**config.mk**
```make
export PLATFORM = sky130hd
export DESIGN_NAME = wb_arbiter
export DESIGN_NICKNAME = d
export VERILOG_FILES = /design/src/rtl/wb_arbiter.sv
export SDC_FILE = /design/constraint.sdc
export NUM_CORES = 1
export LEC_CHECK = 0
export CORE_MARGIN = 8
export CORE_UTILIZATION = 40
export DETAILED_ROUTE_END_ITERATION = 10
export HOLD_SLACK_MARGIN = 0.15
export PLACE_DENSITY = 0.85
export SLEW_MARGIN = 0
export SYNTH_ARGS = -nofsm -noshare
export SYNTH_HDL_FRONTEND = slang
export SYNTH_SLANG_ARGS = --single-unit
```
**constraint.sdc**
```tcl
create_clock -name clk -period 2.9 [get_ports clk]
set_input_delay 0.58 -clock clk [delete_from_list [all_inputs] [get_ports clk]]
set_output_delay 0.58 -clock clk [all_outputs]
set_load 0.02 [all_outputs]
```
**src/rtl/wb_arbiter.sv**
```systemverilog
`default_nettype none
// ============================================================================
// Module  : wb_arbiter
// Brief   : 3-way register-file write-back arbiter with grant locking, a
//           1-cycle registered write port and a drop counter for beats to x0.
//           Define WB_RR_EN for a round-robin idle policy; otherwise the idle
//           policy is fixed priority 0>1>2.
// Rev     : 1.0
// ============================================================================
module wb_arbiter #(
  parameter int DATA_W   = 32,
  parameter int ADDR_W   = 5,
  parameter int LOCK_MAX = 8
) (
  input  logic                clk,
  input  logic                reset,
  input  logic [2:0]          req_valid,
  input  logic [2:0]          req_lock,
  input  logic [3*ADDR_W-1:0] req_addr,
  input  logic [3*DATA_W-1:0] req_data,
  output logic [2:0]          req_ready,
  output logic                rf_we,
  output logic [ADDR_W-1:0]   rf_waddr,
  output logic [DATA_W-1:0]   rf_wdata,
  output logic [1:0]          grant_id,
  output logic [7:0]          drop_cnt
);

  localparam logic [7:0] c_lock_max = 8'(LOCK_MAX);
  localparam logic [1:0] c_no_grant = 2'd3;

  typedef enum logic [0:0] {
    ST_IDLE   = 1'b0,
    ST_LOCKED = 1'b1
  } state_t;

  state_t              r_state, w_state_nxt;
  logic [1:0]          r_owner, w_owner_nxt;
  logic [7:0]          r_lock_cnt, w_lock_cnt_nxt;
  logic [7:0]          w_cnt_inc;
  logic [1:0]          w_ptr;
  logic [2:0]          w_idle_oh;
  logic [2:0]          w_owner_oh;
  logic [2:0]          w_take;
  logic                w_acc;
  logic [1:0]          w_acc_idx;
  logic [ADDR_W-1:0]   w_acc_addr;
  logic [DATA_W-1:0]   w_acc_data;
  logic                w_drop;

  logic                r_rf_we;
  logic [ADDR_W-1:0]   r_rf_waddr;
  logic [DATA_W-1:0]   r_rf_wdata;
  logic [1:0]          r_grant_id;
  logic [7:0]          r_drop_cnt;

  // Requester index at offset 'off' from the priority start 'base' (mod 3).
  function automatic logic [1:0] rr_idx(input logic [1:0] base, input logic [1:0] off);
    logic [2:0] s;
    s = {1'b0, base} + {1'b0, off};
    if (s >= 3'd3) s = s - 3'd3;
    return s[1:0];
  endfunction

`ifdef WB_RR_EN
  logic [1:0] r_ptr;
  assign w_ptr = r_ptr;
`else
  assign w_ptr = 2'd0;
`endif

  // Scan from lowest to highest priority so the last hit wins.
  always_comb begin
    w_idle_oh = 3'b000;
    for (int k = 2; k >= 0; k--) begin
      if (req_valid[rr_idx(w_ptr, 2'(k))]) w_idle_oh = 3'b001 << rr_idx(w_ptr, 2'(k));
    end
  end

  assign w_owner_oh = 3'b001 << r_owner;

  always_comb begin
    req_ready = 3'b000;
    if (!reset) begin
      if (r_state == ST_IDLE) req_ready = w_idle_oh;
      else                    req_ready = req_valid & w_owner_oh;
    end
  end

  assign w_take    = req_valid & req_ready;
  assign w_acc     = |w_take;
  assign w_acc_idx = w_take[2] ? 2'd2 : (w_take[1] ? 2'd1 : 2'd0);

  always_comb begin
    w_acc_addr = req_addr[0 +: ADDR_W];
    w_acc_data = req_data[0 +: DATA_W];
    case (w_acc_idx)
      2'd1: begin
        w_acc_addr = req_addr[ADDR_W +: ADDR_W];
        w_acc_data = req_data[DATA_W +: DATA_W];
      end
      2'd2: begin
        w_acc_addr = req_addr[2*ADDR_W +: ADDR_W];
        w_acc_data = req_data[2*DATA_W +: DATA_W];
      end
      default: ;
    endcase
  end

  assign w_drop    = w_acc && (w_acc_addr == '0);
  assign w_cnt_inc = r_lock_cnt + 8'd1;

  always_comb begin
    w_state_nxt    = r_state;
    w_owner_nxt    = r_owner;
    w_lock_cnt_nxt = r_lock_cnt;
    case (r_state)
      ST_IDLE: begin
        // With LOCK_MAX==1 the first beat already exhausts the lock budget.
        if (w_acc && req_lock[w_acc_idx] && (c_lock_max > 8'd1)) begin
          w_state_nxt    = ST_LOCKED;
          w_owner_nxt    = w_acc_idx;
          w_lock_cnt_nxt = 8'd1;
        end
      end
      ST_LOCKED: begin
        if (w_acc) begin
          if (req_lock[r_owner] && (w_cnt_inc < c_lock_max)) begin
            w_lock_cnt_nxt = w_cnt_inc;
          end else begin
            w_state_nxt    = ST_IDLE;
            w_lock_cnt_nxt = 8'd0;
          end
        end else if (!req_lock[r_owner]) begin
          w_state_nxt    = ST_IDLE;
          w_lock_cnt_nxt = 8'd0;
        end
      end
      default: begin
        w_state_nxt    = ST_IDLE;
        w_lock_cnt_nxt = 8'd0;
      end
    endcase
  end

  always_ff @(posedge clk or posedge reset) begin
    if (reset) begin
      r_state    <= ST_IDLE;
      r_owner    <= 2'd0;
      r_lock_cnt <= 8'd0;
    end else begin
      r_state    <= w_state_nxt;
      r_owner    <= w_owner_nxt;
      r_lock_cnt <= w_lock_cnt_nxt;
    end
  end

`ifdef WB_RR_EN
  always_ff @(posedge clk or posedge reset) begin
    if (reset) begin
      r_ptr <= 2'd0;
    end else if (w_acc) begin
      r_ptr <= (w_acc_idx == 2'd2) ? 2'd0 : w_acc_idx + 2'd1;
    end
  end
`endif

  // Write port: dropped beats still report their grant but never write.
  always_ff @(posedge clk or posedge reset) begin
    if (reset) begin
      r_rf_we    <= 1'b0;
      r_rf_waddr <= '0;
      r_rf_wdata <= '0;
      r_grant_id <= c_no_grant;
      r_drop_cnt <= 8'd0;
    end else begin
      r_rf_we    <= w_acc && !w_drop;
      r_grant_id <= w_acc ? w_acc_idx : c_no_grant;
      if (w_acc && !w_drop) begin
        r_rf_waddr <= w_acc_addr;
        r_rf_wdata <= w_acc_data;
      end
      if (w_drop && (r_drop_cnt != 8'hFF)) r_drop_cnt <= r_drop_cnt + 8'd1;
    end
  end

  assign rf_we    = r_rf_we;
  assign rf_waddr = r_rf_waddr;
  assign rf_wdata = r_rf_wdata;
  assign grant_id = r_grant_id;
  assign drop_cnt = r_drop_cnt;

endmodule
`default_nettype wire

```
==> impl_metrics.json <==
{
  "cts_buffer_depth": 2,
  "vias": 3324,
  "worst_path_most_repeated_cell": "clkdlybuf4s50_1",
  "drv_cap": 0,
  "dp_slack_ns": 0.110,
  "ant_nets": 0,
  "critPathLaunchType": "primary input",
  "tns_ns": 0,
  "nets": 631,
  "die_y_um": 108,
  "initial_utilization_pct": 41.4,
  "layout_setup_ws_ns": 0.100,
  "peakVddDrop_v": 0.000511,
  "io_pins": 170,
  "routed_wl_um": 11200,
  "slew_headroom_pct": 65.8,
  "dieArea_um2": 11700,
  "grt_pass1_wl_um": 18000,
  "critPathRequiredTime_ns": 2.32,
  "core-area_um2": 8220,
  "setup_viol": 0,
  "dpl.cell_count": 604,
  "layout-drive-gt1-share_pct": 8.74,
  "cp.arrival_ns": 2.22,
  "avgViaCountPerCell": 5.36,
  "post-route-period-util_pct": 96.5,
  "dp_hpwl_um": 8890,
  "status": "finished, final reports clean",
  "ys_warn_count": 0,
  "async_reset_ff_share_pct": 100,
  "synth-seq-area-share_pct": 43.5,
  "crit_buf_inv": 3,
  "gr-usage-all-layers_pct": 19.2,
  "grt_pass1_vias": 3536,
  "ys_seq_elements": 59,
  "rows": 33,
  "post_drt_wl_per_cell_um": 18.1,
  "num-fill-cells": 642,
  "crit_family": "buffers and inverters",
  "path_class": "in -> out",
  "cts.htree.levels": 3,
  "crit_path_cell_trace": "clkdlybuf4s50_1, nor2b_1, o21ai_4, inv_2, clkdlybuf4s50_1",
  "io_buffers": 169,
  "syn_inst": 336,
  "final_cells": 620,
  "synth_area_leaders": "dfrtp_1 (42%), mux2i_1 (11%), a22o_1 (9.5%)",
  "synth_edf_count": 0,
  "worst_path_largest_cell_delay_ns": 0.61,
  "critPathMaxFanout": 5,
  "routabilityCongestion": 0.885,
  "powerDensity_nw_per_um2": 793,
  "clock_skew_ns": 0.00679,
  "critPathSlowestCell": "clkdlybuf4s50_1",
  "final_hold_viol_count": 0,
  "tightest_slew_ns": 0.510,
  "cts_tree": "built",
  "post_cts_buffers": 0,
  "synth.distinct_cells": 49,
  "grt_overflow": 0,
  "drt_iter0_markers": 163,
  "dr.pass1.iters": 4,
  "cts-root-buf": "clkbuf_8",
  "area_growth_pct": 60.2,
  "antenna_found_initial": 0,
  "period_needed_ns": 2.80,
  "avgSynthCellArea_um2": 10.1,
  "grt_max_degree": 38,
  "fmax_mhz": 357,
  "clk_latency_ns": 0.33,
  "drc_errors": 0,
  "die_w_um": 108,
  "mappedNetlistArea_um2": 3400,
  "yosys.area.top_type": "dfrtp_1",
  "yosysTopAreaCellShare_pct": 41.9,
  "leakagePower_uw": 0.00240,
  "clkSinkCount": 59,
  "cts.clk_slew.worst_paths_ns": 0.07,
  "hp-class": "reg -> reg",
  "end_kind": "output pin",
  "synthesis.nets": 457,
  "synthFlopType": "dfrtp_1",
  "cts_buffers": 9,
  "total_power_uw": 4320,
  "slew_violations": 0,
  "antenna_cells": 0,
  "rsz0062_at_grt": "false"
}
==> report_power, final <==
| part | switching (uW) | internal (uW) |
|---|---|---|
| Combinational | 1050 | 1050 |
| Clock | 311 | 530 |
| Sequential | 228 | 1150 |
| Total | 1590 | 2730 |
==> layer usage <==
layer	share of wire (%)	global-route usage (%)
met2	51	34.8
met5	0	0
met4	0.98	3.67
met1	39	21.0
met3	8.7	6.90
==> stage by stage <==
step	util, %	cell area (um2)	hold WS (ns)
final	66.3	5450	0.517
after detailed placement	63.5	5220	0.503
after global placement	63.5	5220	0.498
after CTS	66.3	5450	0.518
after global routing	66.3	5450	0.541
after floorplan	-	3410	0.474
==> registers in the layout, summed over array words and instances (netlist names) <==
name and cells:
r_state 1, rf_we 1, rf_wdata 32, rf_waddr 5
drop_cnt 8, r_owner 2, r_lock_cnt 8, grant_id 2
==> layout make-up <==
type	instances	area [um2]	area share (%)
Clock inverter	4	72.6	1.33
Tap cell	105	131	2.41
Sequential cell	59	1480	27.1
Inverter	40	154	2.82
Clock buffer	12	155	2.85
Timing Repair Buffer	181	1820	33.4
Multi-Input combinational cell	219	1640	30.1
==> cells in the final DEF (no fill, tap or decap), types with 3 or more instances in the layout <==
master | netlist | layout
a22o_1 | 37 | 37
buf_12 | 4 | 3
nand2_1 | 8 | 8
o2bb2ai_1 | 4 | 4
mux2_2 | 4 | 4
nor2_1 | 5 | 5
clkbuf_8 | 0 | 11
o211ai_1 | 5 | 5
and2_1 | 6 | 6
o21ai_0 | 5 | 5
xnor2_1 | 5 | 5
dfrtp_1 | 57 | 57
a21oi_1 | 39 | 39
buf_4 | 1 | 9
and3_1 | 6 | 6
nand3_1 | 8 | 8
nand4_1 | 8 | 8
nor3_1 | 6 | 5
inv_1 | 38 | 37
mux2i_1 | 36 | 36
clkdlybuf4s50_1 | 0 | 169
==> synth_stat cells, drive strengths merged (2+ instances only) <==
master / number
ha: 2
nand3b: 2
nand3: 8
dfrtp: 57
nor2: 7
and3b: 2
o221ai: 2
o2bb2ai: 4
and4b: 2
mux2: 4
o211ai: 5
dfstp: 2
a21o: 2
a32o: 2
and2: 7
and3: 6
nand2: 8
clkbuf: 10
o31ai: 2
a21oi: 40
nor2b: 2
mux2i: 36
nor4: 2
nor3: 6
a22o: 37
xnor2: 5
nand4: 8
buf: 8
inv: 40
o21ai: 8
==> logic make-up after synthesis <==
group,after synthesis,synth area share (%)
AOI/OAI and AO/OA,108,23.3
xor gates and xnor gates,5,1.29
adders and majority gates,2,0.735
buffers and inverters,58,8.49
DFF,59,43.5
muxes,40,11.9
and+or+nand+nor,64,10.8
==> worst register-to-register path, stage by stage, from the launching register on <==
cell and delay, ns:
dfrtp_1 0.53, and3b_1 0.27, o21ai_1 0.21, inv_2 0.09, o311a_4 0.44, a21oi_4 0.27, buf_12 0.21, mux2i_1 0.22
==> path summary, 6_finish.rpt <==
check                                               from                         to  slack [ns]  cells past startpoint
worst max register to register         r_state$_DFF_PP0_   rf_wdata[16]$_DFFE_PP0P_        0.58                      7
worst min-delay path            rf_wdata[24]$_DFFE_PP0P_   rf_wdata[24]$_DFFE_PP0P_        0.52                      2
max in group asynchronous                          reset   rf_wdata[27]$_DFFE_PP0P_        1.73                      3
worst min register to register  rf_wdata[24]$_DFFE_PP0P_   rf_wdata[24]$_DFFE_PP0P_        0.52                      2
min in group asynchronous                          reset  r_lock_cnt[3]$_DFFE_PP0P_        0.81                      3
worst max-delay path                        req_valid[1]               req_ready[1]        0.10                      5
==> repair_timing <==
item	in CTS	in global routing
hold buffers	0	0
setup endpoints to repair	0	1
gates resized for setup	0	1
endpoints found under the hold margin	0	0
No activity file was read; power rests on OpenSTA's default activity.
